<file path="src/rtl/jio_pkg.sv">
// Shared constants and strobe decoding for the jcscpu I/O port.
// Status bit positions, device IDs and the strobe classification enum.
package jio_pkg;

   localparam int ST_KBD   = 7;
   localparam int ST_FULL  = 6;
   localparam int ST_EMPTY = 5;
   localparam int ST_OVF   = 4;

   localparam int DEV_TTY = 0;
   localparam int DEV_KBD = 0;

   // NONE is encoded as zero so that a reset register holds "no pending action".
   typedef enum logic [2:0] {
      NONE    = 3'd0,
      WR_ADDR = 3'd1,
      WR_DATA = 3'd2,
      RD_STAT = 3'd3,
      RD_DATA = 3'd4
   } strobe_e;

   function automatic strobe_e decode_strobe(input logic io_io, input logic io_da,
                                             input logic dev0);
      if (io_io) return io_da ? WR_ADDR : WR_DATA;
      if (io_da) return RD_STAT;
      return dev0 ? RD_DATA : NONE;
   endfunction

endpackage

</file>
<file path="src/rtl/jio_fifo.sv">
// Synchronous FIFO for the TTY output stream (used when JIO_TTY_FIFO_EN is defined).
// A push into a full FIFO is accepted when a pop happens in the same cycle.
module jio_fifo #(
   parameter int DW    = 8,
   parameter int DEPTH = 8
) (
   input  logic                       clk_i,
   input  logic                       rst_ni,
   input  logic                       push_i,
   input  logic [DW-1:0]              data_i,
   output logic                       full_o,
   input  logic                       pop_i,
   output logic [DW-1:0]              data_o,
   output logic                       valid_o,
   output logic [$clog2(DEPTH):0]     count_o
);

   localparam int AW = $clog2(DEPTH);
   localparam int CW = AW + 1;
   localparam logic [AW-1:0] PTR_ONE = AW'(1);

   logic [DW-1:0] mem_q [DEPTH];
   logic [AW-1:0] wr_ptr_q, rd_ptr_q;
   logic [CW-1:0] count_q;
   logic          pop_ok, push_ok;

   assign valid_o = (count_q != '0);
   assign full_o  = (count_q == CW'(DEPTH));
   assign data_o  = mem_q[rd_ptr_q];
   assign count_o = count_q;

   assign pop_ok  = pop_i & valid_o;
   assign push_ok = push_i & (~full_o | pop_ok);

   // NOTE: sequential state uses non-blocking assignments so every register samples pre-edge values.
   always_ff @(posedge clk_i or negedge rst_ni) begin
      if (!rst_ni) begin
         wr_ptr_q <= '0;
         rd_ptr_q <= '0;
         count_q  <= '0;
      end else begin
         if (push_ok) wr_ptr_q <= wr_ptr_q + PTR_ONE;
         if (pop_ok)  rd_ptr_q <= rd_ptr_q + PTR_ONE;
         count_q <= count_q + CW'(push_ok) - CW'(pop_ok);
      end
   end

   // NOTE: storage is not reset; the pointers and count alone define which entries are live.
   always_ff @(posedge clk_i) begin
      if (push_ok) mem_q[wr_ptr_q] <= data_i;
   end

endmodule

</file>
<file path="src/rtl/jio_port.sv">
// CPU I/O port: address select, NDEV channel registers, TTY output stream, keyboard input.
// Define JIO_TTY_FIFO_EN for a TTY_DEPTH-entry TTY FIFO; otherwise the TTY is a single register.
module jio_port
   import jio_pkg::*;
#(
   parameter int NDEV      = 4,
   parameter int DW        = 8,
   parameter int TTY_DEPTH = 8
) (
   input  logic                 CLK,
   input  logic                 RST_N,
   input  logic                 io_s,
   input  logic                 io_e,
   input  logic                 io_da,
   input  logic                 io_io,
   input  logic [DW-1:0]        bus_in,
   output logic [DW-1:0]        bus_out,
   output logic [DW-1:0]        sel_dev,
   output logic [NDEV*DW-1:0]   dev_out,
   output logic [DW-1:0]        tty_data,
   output logic                 tty_valid,
   input  logic                 tty_ready,
   input  logic [DW-1:0]        kbd_data,
   input  logic                 kbd_strobe,
   output logic                 kbd_pending
);

   logic          io_s_q, io_s_qq, io_e_q;
   strobe_e       rd_kind_q, rd_kind_d, wr_kind, consume;
   logic [DW-1:0] sel_q, kbd_q;
   logic          pend_q, ovf_q;
   logic [DW-1:0] ch_q [1:NDEV-1];
   logic          dev0, wr_evt;
   logic          tty_push, tty_pop, tty_drop, tty_full;
   logic [DW-1:0] status;

   assign dev0    = (sel_q == DW'(DEV_KBD));
   // The event is taken from the registered copies, so the write lands two edges after io_s rises.
   assign wr_evt  = io_s_q & ~io_s_qq;
   assign wr_kind = wr_evt ? decode_strobe(io_io, io_da, dev0) : NONE;
   assign rd_kind_d = io_e ? decode_strobe(io_io, io_da, dev0) : NONE;
   assign consume = (io_e_q & ~io_e) ? rd_kind_q : NONE;

   assign tty_push = (wr_kind == WR_DATA) && (sel_q == DW'(DEV_TTY));
   assign tty_pop  = tty_valid & tty_ready;

`ifdef JIO_TTY_FIFO_EN
   localparam int CW = $clog2(TTY_DEPTH) + 1;
   logic [CW-1:0] tty_count;

   jio_fifo #(.DW(DW), .DEPTH(TTY_DEPTH)) u_tty_fifo (
      .clk_i   (CLK),
      .rst_ni  (RST_N),
      .push_i  (tty_push),
      .data_i  (bus_in),
      .full_o  (tty_full),
      .pop_i   (tty_ready),
      .data_o  (tty_data),
      .valid_o (tty_valid),
      .count_o (tty_count)
   );

   assign tty_drop = tty_push & (tty_count == CW'(TTY_DEPTH)) & ~tty_pop;
`else
   logic [DW-1:0] tty_q;
   logic          tty_v_q;

   always_ff @(posedge CLK or negedge RST_N) begin
      if (!RST_N) begin
         tty_q   <= '0;
         tty_v_q <= 1'b0;
      end else if (tty_push && (!tty_v_q || tty_pop)) begin
         tty_q   <= bus_in;
         tty_v_q <= 1'b1;
      end else if (tty_pop) begin
         tty_v_q <= 1'b0;
      end
   end

   assign tty_data  = tty_q;
   assign tty_valid = tty_v_q;
   assign tty_full  = tty_v_q;
   assign tty_drop  = tty_push & tty_v_q & ~tty_pop;
`endif

   always_ff @(posedge CLK or negedge RST_N) begin
      if (!RST_N) begin
         io_s_q    <= 1'b0;
         io_s_qq   <= 1'b0;
         io_e_q    <= 1'b0;
         rd_kind_q <= NONE;
         sel_q     <= '0;
         kbd_q     <= '0;
         pend_q    <= 1'b0;
         ovf_q     <= 1'b0;
         for (int i = 1; i < NDEV; i++) ch_q[i] <= '0;
      end else begin
         io_s_q    <= io_s;
         io_s_qq   <= io_s_q;
         io_e_q    <= io_e;
         rd_kind_q <= rd_kind_d;

         if (wr_kind == WR_ADDR) sel_q <= bus_in;
         for (int i = 1; i < NDEV; i++) begin
            if (wr_kind == WR_DATA && sel_q == DW'(i)) ch_q[i] <= bus_in;
         end

         // A fresh keyboard byte outranks a consume landing on the same edge.
         if (kbd_strobe) begin
            kbd_q  <= kbd_data;
            pend_q <= 1'b1;
         end else if (consume == RD_DATA) begin
            pend_q <= 1'b0;
         end

         if (tty_drop)                ovf_q <= 1'b1;
         else if (consume == RD_STAT) ovf_q <= 1'b0;
      end
   end

   // NOTE: every always_comb output gets a default first, so no path can infer a latch.
   always_comb begin
      status           = '0;
      status[ST_KBD]   = pend_q;
      status[ST_FULL]  = tty_full;
      status[ST_EMPTY] = ~tty_valid;
      status[ST_OVF]   = ovf_q;
   end

   always_comb begin
      bus_out = '0;
      if (io_e && !io_io) begin
         if (io_da)     bus_out = status;
         else if (dev0) bus_out = kbd_q;
      end
   end

   assign sel_dev         = sel_q;
   assign kbd_pending     = pend_q;
   assign dev_out[DW-1:0] = '0;

   for (genvar g = 1; g < NDEV; g++) begin : g_dev
      assign dev_out[g*DW +: DW] = ch_q[g];
   end

endmodule

</file>
<file path="config.mk">
export PLATFORM = sky130hd
export DESIGN_NAME = jio_port
export DESIGN_NICKNAME = d
export VERILOG_FILES = /design/src/rtl/jio_pkg.sv /design/src/rtl/jio_fifo.sv /design/src/rtl/jio_port.sv
export SDC_FILE = /design/constraint.sdc
export NUM_CORES = 1
export LEC_CHECK = 0
export CAP_MARGIN = 20
export CORE_MARGIN = 2
export CORE_UTILIZATION = 48
export CTS_CLUSTER_DIAMETER = 40
export DETAILED_ROUTE_END_ITERATION = 10
export PLACE_DENSITY = 0.85
export SYNTH_ARGS = -nofsm -noshare
export SYNTH_HDL_FRONTEND = slang
export SYNTH_HIERARCHICAL = 1
export SYNTH_SLANG_ARGS = --single-unit
</file>
<file path="constraint.sdc">
create_clock -name CLK -period 5.75 [get_ports CLK]
set_input_delay 1.15 -clock CLK [delete_from_list [all_inputs] [get_ports CLK]]
set_output_delay 1.15 -clock CLK [all_outputs]
set_load 0.03 [all_outputs]
</file>
==> results of run 1 <==
==> power groups by stage <==
stage	clock network, mW	logic [mW]	registers (mW)
global placement	0	0.215	0.472
finish	0.321	0.217	0.467
global route	0.347	0.228	0.473
CTS	0.331	0.219	0.467
detailed placement	0	0.218	0.473
floorplan	0	0.0586	0.532
==> state kept, by name, indices dropped and copies added (netlist names) <==
| register | cells |
|---|---|
| dev_out | 24 |
| kbd_q | 8 |
| sel_dev | 8 |
| tty_data | 8 |
| rd_kind_q | 3 |
| io_e_q | 1 |
| io_s_q | 1 |
| io_s_qq | 1 |
| kbd_pending | 1 |
| ovf_q | 1 |
| tty_valid | 1 |
==> critical path, cell delays in order <==
cell             delay [ns]
clkdlybuf4s50_1        0.62
nor4_4                 0.48
nor2b_1                0.38
and2_1                 0.19
clkdlybuf4s50_1        0.66
==> through the flow <==
step           setup WS (ns)  cells
2_1_floorplan           2.31    163
3_3_place_gp            1.21    279
3_5_place_dp            1.16    279
4_1_cts                 1.15    292
5_1_grt                0.993    292
6_report                1.12    292
==> kinds of logic after synthesis <==
| kind of cell | share of synthesized area (%) |
|---|---|
| simple gates | 8.92 |
| flops | 61.6 |
| other cells | 0.162 |
| xor+xnor | 0.378 |
| buf+inv | 3.62 |
| compound gates | 1.95 |
| mux | 23.4 |
==> final timing paths <==
path / slack [ns] / end / from / depth (start not counted)
worst max register to register: 3.41 / tty_data[3] / sel_dev[0] / 4
min in group asynchronous: 0.94 / dev_out[19] / RST_N / 2
worst max-delay path: 1.12 / bus_out[1] / io_da / 5
max in group asynchronous: 4.34 / dev_out[24] / RST_N / 2
worst min register to register: 0.38 / io_s_qq / io_s_q / 0
worst min-delay path: 0.38 / io_s_qq / io_s_q / 0
==> cell usage in the layout (no fill, tap or decap) <==
cell	n
clkbuf_1	1
and3_1	1
mux2_2	48
nor2b_1	2
and2_1	6
o21ai_0	2
nand2b_1	2
and3b_1	1
nor3_2	1
buf_4	1
a21o_1	1
a21oi_1	1
buf_2	1
nor3b_1	1
or4_4	1
and4b_1	1
dfrtp_1	57
nor4b_1	1
nand2_1	4
clkbuf_8	12
nand4b_1	2
or3_1	1
clkdlybuf4s50_1	72
nand4_1	1
xor2_1	1
nor2_1	4
conb_1	8
a22oi_1	3
nor4_4	1
==> cells in the mapped netlist (all sizes together), types with 2 or more instances <==
cell type / count / area share [%]
dfrtp: 57 / 62
mux2: 48 / 23
buf: 10 / 3.3
and2: 6 / 1.6
nand2: 4 / 0.65
nor2: 4 / 0.65
a22oi: 3 / 0.97
clkbuf: 2 / 0.32
nand2b: 2 / 0.54
nand4b: 2 / 0.76
nor2b: 2 / 0.54
o21ai: 2 / 0.43
==> cell type report <==
class | count | area (sq um)
fillers | 348 | 1470
flip-flops and latches | 57 | 1430
multi-input cells | 94 | 831
repair buffers | 74 | 733
clock buffers | 13 | 169
well taps | 54 | 67.6
==> per-layer routing <==
| metal | track usage [%] | share of wire, % | up-vias |
|---|---|---|---|
| met5 | 0 | 0 | - |
| met4 | 11.5 | 2.1 | 0 |
| li1 | - | - | 699 |
| met3 | 5.35 | 4.4 | 9 |
| met1 | 24.6 | 42 | 763 |
| met2 | 30.9 | 52 | 42 |
==> out/qor.yml, run 1 <==
layout:
  final_net_count: 260
  postLayoutCellArea_sq_mm: 0.00323
  antennaDiodeCount: 0
  drive_gt1_share_pct: 27.3
  final_util_pct: 68.8
  syn_to_final_growth_pct: 39.4
routing:
  ant_nets: 0
  vias: 1513
  dr.pass1.iters: 4
  vias_per_cell: 5.18
  drt-total-wl_microns: 4700
  drtIter0Drc: 57
  drc: 0
  detail_route.wl_per_cell_microns: 16.1
power:
  combPwrFrac_pct: 21.6
  total_power_mw: 1.00
  ir_drop_uv: 177
  p_sw_mw: 0.281
  pwr-share-clk_pct: 32.0
  power.density_mw_per_mm2: 311
  seq_power_share_pct: 46.5
  p_int_mw: 0.724
  power_leakage_nw: 1.46
  switching_share_pct: 27.9
setup_path:
  crit_fanout: 9
  cp.arrival_ns: 3.48
  startpoint_type: "primary input"
  crit_path_end_kind: "output pin"
  path_class: "in2out"
  cp.required_ns: 4.60
clock_network:
  cts.clk_slew.worst_paths_ns: 0.05
  insertion_delay_ns: 0.33
  cts_sinks: 57
  clockBufferDepth: 2
  cts_setup_buffers: 0
  cts_htree_levels: 3
  postCtsHoldBufs: 0
  cts_resized: 0
  cts_made_buffers: 9
  cts_tree: "yes"
  root_buffer: "clkbuf_8"
grt:
  antenna_found_initial: 0
  grt_max_degree: 58
  grt-ovfl-total: 0
  track_usage_pct: 19.8
  grt_pass1_wl_microns: 7730
  first_global_vias: 1535
sta:
  fmax_mhz: 216
  min_period_ns: 4.63
  slew_viol_final: 0
  hold_slack_ns: 0.377
  finalSetupViolCount: 0
  skew_ns: 0.00305
  slew_headroom_pct: 54.2
  hold_viol_final: 0
  min_period_over_period_pct: 80.6
  rsz0062_at_grt: "false"
  worstMarginPinSlew_ns: 0.687
  tns_ns: 0
die:
  core_area_sq_mm: 0.00469
  die-area_sq_mm: 0.00539
  rows: 25
  die_h_microns: 73.4
  initial_core_util_pct: 49.3
  die_x_microns: 73.4
  ios: 82
logic_synthesis:
  synth_cells: 156
  ys_ff_latch: 57
  avgSynthCellArea_sq_um: 14.8
  synth_edf_count: 0
  seq_area_frac_synth_pct: 61.6
  synth_ff_type: "dfrtp_1"
  synth_area_sq_mm: 0.00231
  ys_warn_count: 6
  synthArstFlopShare_pct: 100
  synth.distinct_cells: 28
outcome:
  run_status: "complete, no violations"
placed_design:
  io_buffers: 73
  postPlaceCellArea_sq_mm: 0.00306
  globalplace.congestion: 0.773
  hpwl_microns: 3300
job:
  drv_cap: 0
worst_hold_path:
  worstHoldPathType: "reg2reg"
Note: power is estimated with default switching activity, not from simulation.
==> run 2, diff against run 1 <==
- CORE_UTILIZATION: 48 -> 40
- PLACE_DENSITY: 0.85 -> 0.75
- clock period: 5.75 -> 4.2 ns (I/O delays scaled with it)
==> run 2 against run 1 <==
Setup slack worse by 0.63 ns. Register-to-register slack worse by 1.6 ns. Combinational power up 37%. Clock power up 39%. Die area up 19%. Sequential power up 37%. Non-clock buffer count up 1. Sequential share of layout area down 0.47 points. Utilization down 9.9 points. Largest power group unchanged. Highest routed layer unchanged.
==> out/qor.yml, run 2 (synthesis gave the netlist of run 1 again) <==
power:
  ir_drop_uv: 226  # was 177 uV
  power.density_mw_per_mm2: 424  # was 311 mW/mm^2
  power_leakage_nw: 1.47  # was 1.46 nW
  total_power_mw: 1.38  # was 1.00 mW
setup_path:
  slowest_stage: "clkdlybuf4s50_1"  # unchanged
  startpoint_type: "primary input"  # unchanged
  critPathBufInv: 2  # unchanged
  crit_fanout: 7  # was 9
  cp.required_ns: 3.36  # was 4.60 ns
  cp.arrival_ns: 2.88  # was 3.48 ns
  crit_chain: "clkdlybuf4s50_1 -> nor4_4 -> nor2b_1 -> and2_1 -> clkdlybuf4s50_1"  # unchanged
  cpPeakStageDelay_ns: 0.66  # about the same
  path_class: "in2out"  # unchanged
  crit_path_end_kind: "output pin"  # unchanged
  crit_path_frequent_cell: "clkdlybuf4s50_1"  # unchanged
  critPathTopFamily: "buffers and inverters"  # unchanged
routing:
  vias: 1527  # was 1,513
  drtIter0Drc: 56  # was 57
  ant_nets: 0  # unchanged
  detail_route.wl_per_cell_microns: 16.0  # was 16.1 microns
  drc: 0  # unchanged
  drt-total-wl_microns: 5040  # was 4700 microns
  vias_per_cell: 4.86  # was 5.18
  dr.pass1.iters: 4  # unchanged
grt:
  grt-ovfl-total: 0  # unchanged
  grt_max_degree: 54  # was 58
  grt_pass1_wl_microns: 8160  # was 7730 microns
  first_global_vias: 1611  # was 1,535
  track_usage_pct: 17.3  # was 19.8%
  antenna_found_initial: 0  # unchanged
sta:
  min_period_over_period_pct: 88.5
  slew_viol_final: 0  # unchanged
  hold_slack_ns: 0.313  # was 0.377 ns
  tns_ns: 0  # unchanged
  fmax_mhz: 269
  min_period_ns: 3.72
  skew_ns: 0.00704  # was 0.00305 ns
  hold_viol_final: 0  # unchanged
  worst_slack_ns: 0.482  # was 1.12 ns
  slew_headroom_pct: 55.4  # was 54.2%
  rsz0062_at_grt: "false"  # unchanged
  worstMarginPinSlew_ns: 0.668  # was 0.687 ns
  finalSetupViolCount: 0  # unchanged
clock_network:
  cts_resized: 0  # unchanged
  cts.clk_slew.worst_paths_ns: 0.06  # was 0.05 ns
  cts_tree: "yes"  # unchanged
  root_buffer: "clkbuf_8"  # unchanged
  cts_htree_levels: 3  # unchanged
  postCtsHoldBufs: 0  # unchanged
  cts_sinks: 57  # unchanged
  insertion_delay_ns: 0.32  # was 0.33 ns
  clockBufferDepth: 2  # unchanged
  cts_made_buffers: 9  # unchanged
  cts_setup_buffers: 0  # unchanged
layout:
  mostFrequentLayoutCell: "clkdlybuf4s50_1"  # unchanged
  syn_to_final_growth_pct: 40.9  # was 39.4%
  largest_register_ffs: 24  # unchanged
  final_net_count: 261  # was 260
  layout_common_cells: "clkdlybuf4s50_1, dfrtp_1, mux2_2"  # unchanged
  drive_gt1_share_pct: 28.1  # was 27.3%
  antennaDiodeCount: 0  # unchanged
  final_util_pct: 58.9  # was 68.8%
die:
  core_area_sq_mm: 0.00554  # was 0.00469 sq mm
  die-area_sq_mm: 0.00641  # was 0.00539 sq mm
  die_h_microns: 80.1  # was 73.4 microns
  rows: 27  # was 25
  ios: 82  # unchanged
  die_x_microns: 80.1  # was 73.4 microns
  initial_core_util_pct: 41.8  # was 49.3%
placed_design:
  globalplace.congestion: 0.780  # was 0.773
  hpwl_microns: 3500  # was 3300 microns
  io_buffers: 73  # unchanged
  place_ws_ns: 0.469  # was 1.16 ns
worst_hold_path:
  worstHoldPathType: "in2async"  # was reg2reg
outcome:
  run_status: "complete, no violations"  # unchanged
job:
  drv_cap: 0  # unchanged
-- run 2: changes by cell type in the layout (fill, tap and decap cells not counted), sizes merged --
cell,change
clkinv,+3
buf,+1
-- run 2: area by class of cell --
type                            count  area (sq um)
Fill cell                         482          2280
Sequential cell                    57          1430
Multi-Input combinational cell     94           831
Timing Repair Buffer               75           741
Clock buffer                       13           159
Tap cell                           72          90.1
Clock inverter                      3          15.0
-- run 2: power by group --
part | switching (mW) | leakage (nW) | internal (mW)
Sequential | 0.0377 | 0.741 | 0.602
Combinational | 0.160 | 0.632 | 0.137
Clock | 0.202 | 0.0932 | 0.244
Total | 0.399 | 1.47 | 0.983
-- run 2: final timing paths --
path                                 start     endpoint  slack (ns)  cells past startpoint
worst max-delay path                 io_da   bus_out[3]        0.48                      5
max in group asynchronous            RST_N  dev_out[29]        3.02                      2
worst min register to register      io_s_q      io_s_qq        0.37                      0
worst max register to register  sel_dev[0]  tty_data[4]        1.81                      4
worst min-delay path                 RST_N     kbd_q[2]        0.31                      1
min in group CLK                    io_s_q      io_s_qq        0.37                      0
-- run 2: routing by layer --
metal	global-route usage [%]	share of wire [%]	vias up
met3	5.96	5.7	10
met5	0	0	-
met2	26.5	48	46
met4	6.78	2.0	0
met1	22.5	44	774
li1	-	-	697
-- run 2: metrics by stage --
step                      cells  cell area (sq um)
final                       314               3260
after global routing        314               3260
after CTS                   314               3260
after detailed placement    298               3090
after global placement      298               3090
after floorplan             163               2340
-- run 2: worst reg2reg max path: cells and delay by family, from the launching register on --
family / cells / cell delay [ns]
DFF: 1 / 0.43
muxes: 1 / 0.40
and+or+nand+nor: 3 / 1.45
==> run 3, diff against run 2 <==
- MAX_ROUTING_LAYER: default -> met4
==> run 3 against run 2 <==
Routed wire length shrank 0.32%. Die area is the same. Cell count is the same. Clock power is essentially flat. Maximum frequency shrank 0.33%. Setup slack lost 0.012 ns. Critical endpoint unchanged.
==> out/qor.yml, run 3 (synthesis gave the netlist of run 1 again) <==
setup_path:
  critPathTopFamily: "buffers and inverters"  # unchanged
  rr_endpoint: "tty_data[4]"  # unchanged
  slowest_stage: "clkdlybuf4s50_1"  # unchanged
  startpoint_type: "primary input"  # unchanged
  r2r_cells: 4  # unchanged
  critPathBufInv: 2  # unchanged
  cp.arrival_ns: 2.89  # was 2.88 ns
  r2r_slack_ns: 1.81  # about the same
  crit_path_frequent_cell: "clkdlybuf4s50_1"  # unchanged
  crit_chain: "clkdlybuf4s50_1 -> nor4_4 -> nor2b_1 -> and2_1 -> clkdlybuf4s50_1"  # unchanged
  worstReg2RegStart: "sel_dev[0]"  # unchanged
  cpPeakStageDelay_ns: 0.66  # about the same
  crit_path_end_kind: "output pin"  # unchanged
  cp.required_ns: 3.36  # about the same
  path_class: "in2out"  # unchanged
  crit_fanout: 7  # unchanged
sta:
  tns_ns: 0  # unchanged
  slew_headroom_pct: 55.6  # was 55.4%
  hold_viol_final: 0  # unchanged
  finalSetupViolCount: 0  # unchanged
  skew_ns: 0.00715  # was 0.00704 ns
  rsz0062_at_grt: "false"  # unchanged
  worstMarginPinSlew_ns: 0.666  # was 0.668 ns
  min_period_ns: 3.73  # was 3.72 ns
  min_period_over_period_pct: 88.8  # was 88.5%
  fmax_mhz: 268  # was 269 MHz
  slew_viol_final: 0  # unchanged
routing:
  drt-total-wl_microns: 5020  # was 5040 microns
  vias_per_cell: 4.86  # unchanged
  ant_nets: 0  # unchanged
  dr.pass1.iters: 4  # unchanged
  detail_route.wl_per_cell_microns: 16.0  # about the same
  drtIter0Drc: 60  # was 56
  vias: 1527  # unchanged
  drc: 0  # unchanged
worst_hold_path:
  worstHoldPathType: "in2async"  # unchanged
outcome:
  run_status: "complete, no violations"  # unchanged
layout:
  syn_to_final_growth_pct: 40.9  # unchanged
  antennaDiodeCount: 0  # unchanged
  layout_common_cells: "clkdlybuf4s50_1, dfrtp_1, mux2_2"  # unchanged
  drive_gt1_share_pct: 28.1  # unchanged
  largest_register_ffs: 24  # unchanged
  postLayoutCellArea_sq_mm: 0.00326  # unchanged
  mostFrequentLayoutCell: "clkdlybuf4s50_1"  # unchanged
  final_net_count: 261  # unchanged
clock_network:
  cts_sinks: 57  # unchanged
  cts_made_buffers: 9  # unchanged
  root_buffer: "clkbuf_8"  # unchanged
  clockBufferDepth: 2  # unchanged
  cts_resized: 0  # unchanged
  cts_tree: "yes"  # unchanged
  postCtsHoldBufs: 0  # unchanged
  insertion_delay_ns: 0.32  # about the same
  cts_setup_buffers: 0  # unchanged
  cts_htree_levels: 3  # unchanged
  cts.clk_slew.worst_paths_ns: 0.06  # about the same
grt:
  track_usage_pct: 17.7  # was 17.3%
  grt_max_degree: 54  # unchanged
  antenna_found_initial: 0  # unchanged
  first_global_vias: 1605  # was 1,611
  grt-ovfl-total: 0  # unchanged
  grt_pass1_wl_microns: 8140  # was 8160 microns
power:
  total_power_mw: 1.38  # about the same
  power_leakage_nw: 1.47  # unchanged
  ir_drop_uv: 226  # about the same
  power.density_mw_per_mm2: 424  # about the same
die:
  die-area_sq_mm: 0.00641  # unchanged
  core_area_sq_mm: 0.00554  # unchanged
  initial_core_util_pct: 41.8  # unchanged
  ios: 82  # unchanged
  die_x_microns: 80.1  # unchanged
  die_h_microns: 80.1  # unchanged
  rows: 27  # unchanged
placed_design:
  postPlaceCellArea_sq_mm: 0.00309  # unchanged
  hpwl_microns: 3500  # unchanged
  io_buffers: 73  # unchanged
  globalplace.congestion: 0.791  # was 0.780
job:
  drv_cap: 0  # unchanged
==> run 3: cell counts in the layout (fill, tap and decap cells not counted) <==
Identical to the previous run, type by type.
==> run 3: worst register-to-register path, delay by kind of cell (launching register included) <==
| family | cells | cell delay [ns] |
|---|---|---|
| mux | 1 | 0.40 |
| simple gates | 3 | 1.45 |
| flops | 1 | 0.43 |
==> run 3: how the worst max path moves through the flow <==
| stage | slack (ns) | startpoint | end | depth (start not counted) |
|---|---|---|---|---|
| global route | 0.32 | io_da | bus_out[1] | 5 |
| detailed placement | 0.47 | io_da | bus_out[3] | 5 |
| global placement | 0.53 | io_da | bus_out[2] | 5 |
| finish | 0.47 | io_da | bus_out[3] | 5 |
| floorplan | 1.38 | io_da | bus_out[0] | 4 |
| CTS | 0.47 | io_da | bus_out[3] | 5 |
==> run 3: metal layers <==
metal / track usage [%] / vias to the layer above / wire, microns
li1: - / 698 / -
met3: 5.84 / 8 / 281
met4: 6.78 / 0 / 94
met2: 26.8 / 47 / 2440
met5: - / - / 0
met1: 22.3 / 774 / 2210
==> run 3: report_power, final <==
group	switching (mW)	internal [mW]
clock network	0.202	0.244
logic	0.160	0.137
registers	0.0373	0.602
==> run 3: area by class of cell <==
type,count,area (sq um)
clock buffer,13,159
clock inverter,3,15.0
multi-input combinational,94,831
fill,482,2280
timing repair buffer,75,741
tap,72,90.1
sequential,57,1430
==> run 3: through the flow <==
step	hold WS, ns	worst slack [ns]	cells	util (%)
3_3_place_gp	0.354	0.533	298	55.7
2_1_floorplan	0.347	1.38	163	-
6_report	0.310	0.470	314	58.9
3_5_place_dp	0.362	0.469	298	55.7
4_1_cts	0.304	0.472	314	58.9
5_1_grt	0.305	0.319	314	58.9
